`src/rtl/axis_byte_fifo.sv`:
```
// axis_byte_fifo: synchronous first-word-fall-through AXI4-Stream byte FIFO.
// Absorbs downstream back-pressure so the producer can burst. The head entry is
// presented directly from storage. s_axis_tready is a flop and does not depend
// on m_axis_tready.
//
// Ports:
//   aclk, areset                  clock, synchronous active-high reset
//   s_axis_tvalid/tready/tdata    slave (producer) side
//   m_axis_tvalid/tready/tdata    master (consumer) side
//   count                         current occupancy, 0..DEPTH
module axis_byte_fifo #(
    parameter int unsigned DW    = 8,
    parameter int unsigned DEPTH = 16,
    localparam int unsigned CW   = $clog2(DEPTH) + 1
) (
    input  logic          aclk,
    input  logic          areset,
    input  logic          s_axis_tvalid,
    output logic          s_axis_tready,
    input  logic [DW-1:0] s_axis_tdata,
    output logic          m_axis_tvalid,
    input  logic          m_axis_tready,
    output logic [DW-1:0] m_axis_tdata,
    output logic [CW-1:0] count
);

    localparam int unsigned AW = CW - 1;

    logic [DW-1:0] mem [DEPTH];
    logic [CW-1:0] wr_ptr;
    logic [CW-1:0] rd_ptr;
    logic [CW-1:0] count_next;
    logic          push;
    logic          pop;

    assign push = s_axis_tvalid & s_axis_tready;
    assign pop  = m_axis_tvalid & m_axis_tready;

    // Occupancy after this cycle's handshakes.
    always_comb begin
        count_next = count + CW'(push) - CW'(pop);
    end

    // Storage, pointers and the registered handshake flags.
    // The ready/valid flags are computed from next-cycle occupancy, so they
    // always match the occupancy register. s_axis_tready stays low through
    // reset and for the reset edge itself.
    always_ff @(posedge aclk) begin
        if (areset) begin
            wr_ptr        <= '0;
            rd_ptr        <= '0;
            count         <= '0;
            s_axis_tready <= 1'b0;
            m_axis_tvalid <= 1'b0;
            for (int i = 0; i < int'(DEPTH); i++) begin
                mem[i] <= '0;
            end
        end else begin
            if (push) begin
                mem[wr_ptr[AW-1:0]] <= s_axis_tdata;
                wr_ptr              <= wr_ptr + CW'(1);
            end
            if (pop) begin
                rd_ptr <= rd_ptr + CW'(1);
            end
            count         <= count_next;
            s_axis_tready <= (count_next != CW'(DEPTH));
            m_axis_tvalid <= (count_next != '0);
        end
    end

    // FWFT head. A push can only target the head slot when the FIFO is empty,
    // so the presented word never changes during a stall.
    assign m_axis_tdata = mem[rd_ptr[AW-1:0]];

`ifndef SYNTHESIS
    a_count_max: assert property (@(posedge aclk) count <= CW'(DEPTH));
    a_no_push_full: assert property (@(posedge aclk)
        !(s_axis_tvalid && s_axis_tready && count == CW'(DEPTH)));
    a_no_pop_empty: assert property (@(posedge aclk)
        !(m_axis_tvalid && m_axis_tready && count == '0));
    a_stall_stable: assert property (@(posedge aclk)
        (!areset && m_axis_tvalid && !m_axis_tready) |=> (m_axis_tvalid && $stable(m_axis_tdata)));
`endif

endmodule

```
`config.mk`:
```
export PLATFORM = sky130hd
export DESIGN_NAME = axis_byte_fifo
export DESIGN_NICKNAME = d
export VERILOG_FILES = /design/src/rtl/axis_byte_fifo.sv
export SDC_FILE = /design/constraint.sdc
export NUM_CORES = 1
export LEC_CHECK = 0
export BUFFER_PORTS_ARGS = -buffer_cell sky130_fd_sc_hd__buf_2
export CAP_MARGIN = 20
export CORE_UTILIZATION = 52
export CTS_CLUSTER_SIZE = 14
export DETAILED_ROUTE_END_ITERATION = 16
export GPL_ROUTABILITY_DRIVEN = 0
export HOLD_SLACK_MARGIN = 0.15
export PLACE_DENSITY = 0.69
export SLEW_MARGIN = 30
export SYNTH_ARGS = -nofsm -noshare
export SYNTH_HDL_FRONTEND = slang
export SYNTH_SLANG_ARGS = --single-unit
```
`constraint.sdc`:
```
create_clock -name aclk -period 2.6 [get_ports aclk]
set_input_delay 0.26 -clock aclk [delete_from_list [all_inputs] [get_ports aclk]]
set_output_delay 0.26 -clock aclk [all_outputs]
set_load 0.03 [all_outputs]
```
After elaboration in Yosys (flattened, before gate mapping)
Memory sizes are Yosys's and may differ from the RTL's. A register that Yosys moved wholly into a read port is not among the register bits.
Index checks and enable logic that the tools add are counted.
{"block": "totals", "reg_bits": 17, "ram_bits": 128, "in_bits": 12, "output_inout_bits": 15, "wordCells": 25, "n_memories": 1}
{"name": "mem", "words": 16, "word_bits": 8, "rd": 1, "rd_ports_with_merged_regs": 1, "wr": 16, "line_no": "29", "text": "logic [DW-1:0] mem [DEPTH];"}
{"block": "op_classes", "addsub": 4, "eq_ne": 1, "muxes": 10, "bitwise_logic": 2, "n_reduce_logical": 2}
{"operator": "two-way mux 4 bit", "n": 3}
{"operator": "adder 5 x 1 -> 5 bit (second input constant)", "n": 2}
{"operator": "two-way mux 8 bit", "n": 1}
{"operator": "OR reduction 8 bit", "n": 1}
{"operator": "two-way mux 1 bit", "n": 6}
{"operator": "adder 5 x 1 -> 5 bit", "n": 1}
{"operator": "inequality test 5 bit (second input constant)", "n": 1}
{"operator": "nonzero test 5 bit", "n": 1}
{"operator": "subtractor 5 x 1 -> 5 bit", "n": 1}
{"operator": "AND 1 bit", "n": 2}

Depth between registers and ports, before layout
Gate-level depths: netlist of run 1.
{"block": "depth", "word_depth": 6, "mapped_depth": 9, "ltp_nobuf": 9}

Least setup slack after synthesis of run 1
OpenSTA, ideal clock, no wires.
{"block": "synth_path", "path_kind": "register to register", "from": "reg s_axis_tready", "to": "reg s_axis_tready", "setup_time_ns": 0.120, "t_arrival_ns": 2.274, "t_required_ns": 2.480, "setup_slack_ns": 0.206, "stages_incl_launch_ff": 10, "n_path_buf": 0, "period_less_slack_ns": 2.394, "cell_sequence": "dfxtp_1 > nand2_1 > nand3_1 > nand2_1 > ha_1 > fa_1 > a21o_1 > a21oi_1 > xnor2_1 > o31a_1"}
{"block": "synth_via", "elab_chain_cells": 4}
{"element": "start, declared", "line_no": "19", "text": "output logic s_axis_tready,"}
{"element": "start signal, assigned", "line_no": "67", "text": "s_axis_tready <= (count_next != CW'(DEPTH));"}
{"element": "AND 1 bit", "line_no": "36", "text": "assign push = s_axis_tvalid & s_axis_tready;"}
{"element": "adder 5 x 1 -> 5 bit", "line_no": "41", "text": "count_next = count + CW'(push) - CW'(pop);"}
{"element": "subtractor 5 x 1 -> 5 bit", "line_no": "41"}
{"element": "inequality test 5 bit", "line_no": "67"}
Every way passes these cells.
A chain may end at the register's enable or synchronous reset.

==> results.json, run 1 <==
{
  "crit_fanout": 16,
  "worstReg2RegEnd": "s_axis_tready",
  "gr-usage-all-layers": 0.229,
  "antenna_found_initial": 0,
  "post-cts-setup-buffer-count": 0,
  "critPathKind": "flip-flop to output port",
  "cts_root_buffer": "clkbuf_16",
  "synth_top_area_frac": 0.570,
  "timing.rr.start": "s_axis_tready",
  "max_freq_ghz": 0.403,
  "vias": 3873,
  "slew_viol_final": 0,
  "ys_ff_latch": 147,
  "rows": 41,
  "syn_inst": 465,
  "status": "finished, final reports clean",
  "grt_pass1_wl_um": 21500,
  "via_per_inst": 5.58,
  "die_h_um": 116,
  "maxCapViolCount": 0,
  "r2r_slack_ps": 260,
  "die_w_um": 116,
  "layout_common_cells": "and2_1, edfxtp_1, buf_2",
  "setup_tns_ps": 0,
  "postSynthAreaPerCell_sq_um": 14.5,
  "rsz0062_at_grt": "no",
  "worstSetupStartpointType": "flip-flop",
  "detail_route.wl_per_cell_um": 20.7,
  "slew_headroom": 0.340,
  "first_iter_violations": 272,
  "ys_seq_area_frac": 0.627,
  "cts.path.max_buffers": 2,
  "ant_nets": 0,
  "setup_violations": 0,
  "drcViolationCount": 0,
  "drive_gt1_frac": 0.184,
  "cts_buffers": 17,
  "clock-sinks": 147,
  "die-area_sq_um": 13400,
  "skew_ps": 5.80,
  "post-route-min-period_ps": 2480,
  "finalCritPeriodShare": 0.955,
  "cts_tree": "yes",
  "grt_max_degree": 33,
  "ys.warnings.count": 0,
  "ios": 27,
  "hold_viol": 0,
  "rr_worst_depth": 9,
  "cp.required_ps": 2340,
  "port_buffers": 26,
  "clkLatencyLatePin_ps": 420,
  "antenna_cells": 0,
  "leakage_nw": 2.92,
  "routed_wl_um": 14300,
  "worstPathArrival_ps": 2220,
  "globalRouteOverflowTotal": 0,
  "path_clk_slew_ps": 60,
  "firstDrtPassIters": 5,
  "tightest_slew_ps": 982,
  "layout_commonest_cell": "and2_1",
  "hold_path_class": "input pin to flip-flop",
  "cp-end-kind": "output port",
  "coreArea_sq_um": 12600,
  "dpl.hpwl_um": 8990,
  "initial_core_util": 0.534,
  "power_density_nw_per_um2": 821,
  "p_total_mw": 6.31,
  "whs_endpoint": "rd_ptr[1]",
  "cts_resized": 0,
  "synth_area_leaders": "edfxtp_1, and2_1, mux4_2",
  "synth_fp_nets": 487,
  "ys_types": 31,
  "syn_to_final_growth_pct": 14.1,
  "holdPathStages": 3,
  "synth_area_sq_um": 6740,
  "yosys.area.top_type": "edfxtp_1",
  "min_from": "m_axis_tready",
  "fin_nets": 531,
  "grt_pass1_vias": 3809,
  "h-tree-depth": 4,
  "vdd_drop_max_mv": 0.416
}
report_power, final:
part           switching (mW)  internal (mW)
logic                   0.756          0.543
clock network           0.884           1.32
registers              0.0897           2.72
total                    1.73           4.58
worst max-delay path, stage by stage (launching register included):
cell and delay [ps]:
dfxtp_2 390, buf_12 200, mux4_1 630, a22oi_1 300, nand2_1 80, buf_2 180
stage by stage:
| stage | utilization | hold slack [ps] | setup WS, ps | instances | cell area, sq um |
|---|---|---|---|---|---|
| after floorplan | - | 332 | 206 | 465 | 6740 |
| after global placement | 0.565 | 489 | 366 | 660 | 7130 |
| after detailed placement | 0.565 | 503 | 288 | 660 | 7130 |
| after CTS | 0.608 | 157 | 54.5 | 693 | 7670 |
| after global routing | 0.610 | 172 | 4.84 | 694 | 7690 |
| final | 0.610 | 165 | 117 | 694 | 7690 |
layout make-up:
class	instances	area, sq um
well taps	172	215
inverters	6	22.5
clock inverters	5	26.3
fillers	974	4930
multi-input cells	289	2360
repair buffers	48	340
flip-flops and latches	147	4230
clock buffers	27	504
cells in the mapped netlist:
| library cell | n |
|---|---|
| ha_1 | 9 |
| nor2_1 | 23 |
| nand3_1 | 8 |
| and2_1 | 129 |
| buf_2 | 3 |
| nand2b_1 | 2 |
| o31a_1 | 1 |
| or3_1 | 2 |
| a21oi_1 | 8 |
| nor2b_1 | 3 |
| edfxtp_1 | 128 |
| xnor2_1 | 4 |
| clkbuf_1 | 13 |
| buf_4 | 1 |
| xor2_1 | 5 |
| and2b_1 | 1 |
| nor3_1 | 4 |
| o21ai_0 | 14 |
| nand2_1 | 19 |
| clkdlybuf4s25_2 | 3 |
| fa_1 | 1 |
| a22oi_1 | 16 |
| a41oi_1 | 1 |
| dfxtp_1 | 19 |
| inv_1 | 6 |
| or2_2 | 4 |
| mux4_1 | 14 |
| a21o_1 | 2 |
| and3b_2 | 1 |
| mux4_2 | 18 |
| buf_6 | 3 |
layer usage:
metal,share of wire,GRT usage
met1,0.44,0.307
met2,0.50,0.373
met3,0.052,0.0450
met4,0.014,0.0846
met5,0,0
cell families (layout without fill, tap and decap cells):
| logic type | count (synthesis) | count (layout) | synth area share |
|---|---|---|---|
| adders and majority gates | 10 | 10 | 0.0197 |
| muxes | 32 | 32 | 0.115 |
| xor gates and xnor gates | 9 | 9 | 0.0117 |
| and+or+nand+nor | 196 | 196 | 0.165 |
| buffers and inverters | 29 | 86 | 0.0234 |
| DFF | 147 | 147 | 0.627 |
| AOI/OAI and AO/OA | 42 | 42 | 0.0390 |
worst max-delay path by stage:
stage / from / endpoint / cells past startpoint / slack (ps)
4_1_cts: flip-flop / m_axis_tdata[2] / 5 / 50
2_1_floorplan: s_axis_tready / s_axis_tready / 9 / 210
3_5_place_dp: s_axis_tready / s_axis_tready / 9 / 290
3_3_place_gp: s_axis_tready / s_axis_tready / 9 / 370
5_1_grt: flip-flop / m_axis_tdata[2] / 5 / 5
6_report: flip-flop / m_axis_tdata[2] / 5 / 120
registers in the layout, indices dropped and copies added, names as in the netlist, named ones only:
register / count
mem: 128
count: 5
rd_ptr: 4
wr_ptr: 4
m_axis_tvalid: 1
s_axis_tready: 1
what timing repair did:
action | 4_1_cts | 5_1_grt
hold buffers | 1 | 0
hold endpoints to repair | 1 | 0
endpoints found under the setup margin | 0 | 1
(Power assumes the default switching activity.)
==> run 2, diff against run 1 <==
--- a/config.mk
+++ b/config.mk
@@ -7,6 +7,7 @@
 export LEC_CHECK = 0
 export BUFFER_PORTS_ARGS = -buffer_cell sky130_fd_sc_hd__buf_2
 export CAP_MARGIN = 20
+export CORE_ASPECT_RATIO = 0.6
 export CORE_UTILIZATION = 52
 export CTS_CLUSTER_SIZE = 14
 export DETAILED_ROUTE_END_ITERATION = 16
==> run 2 against run 1 <==
Utilization rose by 1.4 points. Sequential share of layout area did not move. Largest cell class unchanged. Non-clock buffer count fell by 4. Final cell count fell by 1.6%. Flip-flop and latch count did not move. Critical path type unchanged. Design area did not move. Hold slack improved by 22 ps. Global-route usage rose by 2.4 points.
==> results.json, run 2 (same netlist as run 1, synthesis figures left out) <==
{
  "path_clk_slew_ps": 60,
  "hold_viol": 0,
  "status": "finished, final reports clean",
  "post-route-min-period_ps": 2480,
  "setup_violations": 0,
  "cts.path.max_buffers": 2,
  "die_h_um": 90.2,
  "gr-usage-all-layers": 0.253,
  "reg.largest.list": "mem: 128 flops, count: 5 flops",
  "firstDrtPassIters": 6,
  "clock-sinks": 147,
  "finalCritPeriodShare": 0.954,
  "layout_commonest_cell": "and2_1",
  "drive_gt1_frac": 0.187,
  "antenna_found_initial": 0,
  "cts_tree": "yes",
  "syn_to_final_growth_pct": 14.1,
  "regMostFlops": "mem",
  "clkLatencyLatePin_ps": 410,
  "layoutNonFillerInstCount": 683,
  "worstPathArrival_ps": 2220,
  "post-cts-setup-buffer-count": 0,
  "numPlacedInstances": 650,
  "routed_wl_um": 15600,
  "first_iter_violations": 565,
  "layout_common_cells": "and2_1, edfxtp_1, buf_2",
  "slew_headroom": 0.433,
  "crit_fanout": 32,
  "die-area_sq_um": 13400,
  "largest_reg_flops": 128,
  "rsz0062_at_grt": "no",
  "ios": 27,
  "rows": 31,
  "die_w_um": 149,
  "globalRouteOverflowTotal": 0,
  "h-tree-depth": 4,
  "slew_viol_final": 0,
  "cp-end-kind": "output port",
  "fin_ws_ps": 119,
  "grt_pass1_vias": 4080,
  "p_total_mw": 6.51,
  "maxCapViolCount": 0,
  "vdd_drop_max_mv": 0.573,
  "ant_nets": 0,
  "multi_input_area_sq_um": 2370,
  "holdWs_ps": 187,
  "port_buffers": 26,
  "setup_tns_ps": 0,
  "max_freq_ghz": 0.403,
  "cts_root_buffer": "clkbuf_16",
  "power_density_nw_per_um2": 846,
  "vias": 4008,
  "skew_ps": 4.63,
  "worstSetupStartpointType": "flip-flop",
  "leakage_nw": 2.93,
  "fin_nets": 527,
  "ff_latch_area_sq_um": 4230,
  "initial_core_util": 0.546,
  "tightest_slew_ps": 847,
  "coreArea_sq_um": 12300,
  "antenna_cells": 0,
  "grt_max_degree": 33,
  "grt_pass1_wl_um": 24200,
  "cp.required_ps": 2340,
  "via_per_inst": 5.87,
  "hold_path_class": "input pin to flip-flop",
  "detail_route.wl_per_cell_um": 22.8,
  "nFillCells": 923,
  "pre_cts_slack_ps": 235,
  "dpl.hpwl_um": 10900,
  "drcViolationCount": 0,
  "critPathKind": "flip-flop to output port",
  "cts_buffers": 17
}
==> run 2: area by class of cell <==
class                   instances  share of cell area
multi-input cells             289               0.308
repair buffers                 44              0.0364
clock inverters                 5             0.00423
clock buffers                  27              0.0724
inverters                       6             0.00293
flip-flops and latches        147               0.549
well taps                     165              0.0268
==> run 2: what timing repair did <==
action	4_1_cts	5_1_grt
hold buffers	1	0
resized for setup	0	1
endpoints found under the hold margin	1	0
endpoints found under the setup margin	0	2
==> run 2: metal layers <==
| layer | routed length (um) | vias to the layer above | GRT usage | share of wire |
|---|---|---|---|---|
| met4 | 229 | 0 | 0.0816 | 0.015 |
| met3 | 1810 | 24 | 0.0624 | 0.12 |
| met5 | 0 | - | 0 | 0 |
| met2 | 6670 | 218 | 0.352 | 0.43 |
| li1 | - | 1793 | - | - |
| met1 | 6870 | 1973 | 0.388 | 0.44 |
==> run 2: critical path, stage by stage, from the launching register on <==
cell,delay [ps]
dfxtp_2,340
buf_12,260
mux4_1,650
a22oi_1,220
nand2_1,130
buf_2,200
==> run 2: worst paths after layout <==
kind / endpoint / from / slack [ps] / depth (start not counted)
setup / recovery: m_axis_tdata[1] / flip-flop / 120 / 5
hold / removal: rd_ptr[1] / m_axis_tready / 190 / 3
setup reg to reg: s_axis_tready / s_axis_tready / 250 / 9
hold reg to reg: rd_ptr[1] / rd_ptr[1] / 510 / 2
==> run 2: stage by stage <==
step           instance area [sq um]   util
5_1_grt                         7690  0.624
4_1_cts                         7680  0.623
2_1_floorplan                   6740      -
6_report                        7690  0.624
3_3_place_gp                    7080  0.574
3_5_place_dp                    7080  0.574
==> run 2: power by group <==
| part | switching [mW] | internal [mW] |
|---|---|---|
| combinational | 0.768 | 0.521 |
| clock | 0.934 | 1.47 |
| sequential | 0.0919 | 2.72 |
| total | 1.79 | 4.71 |
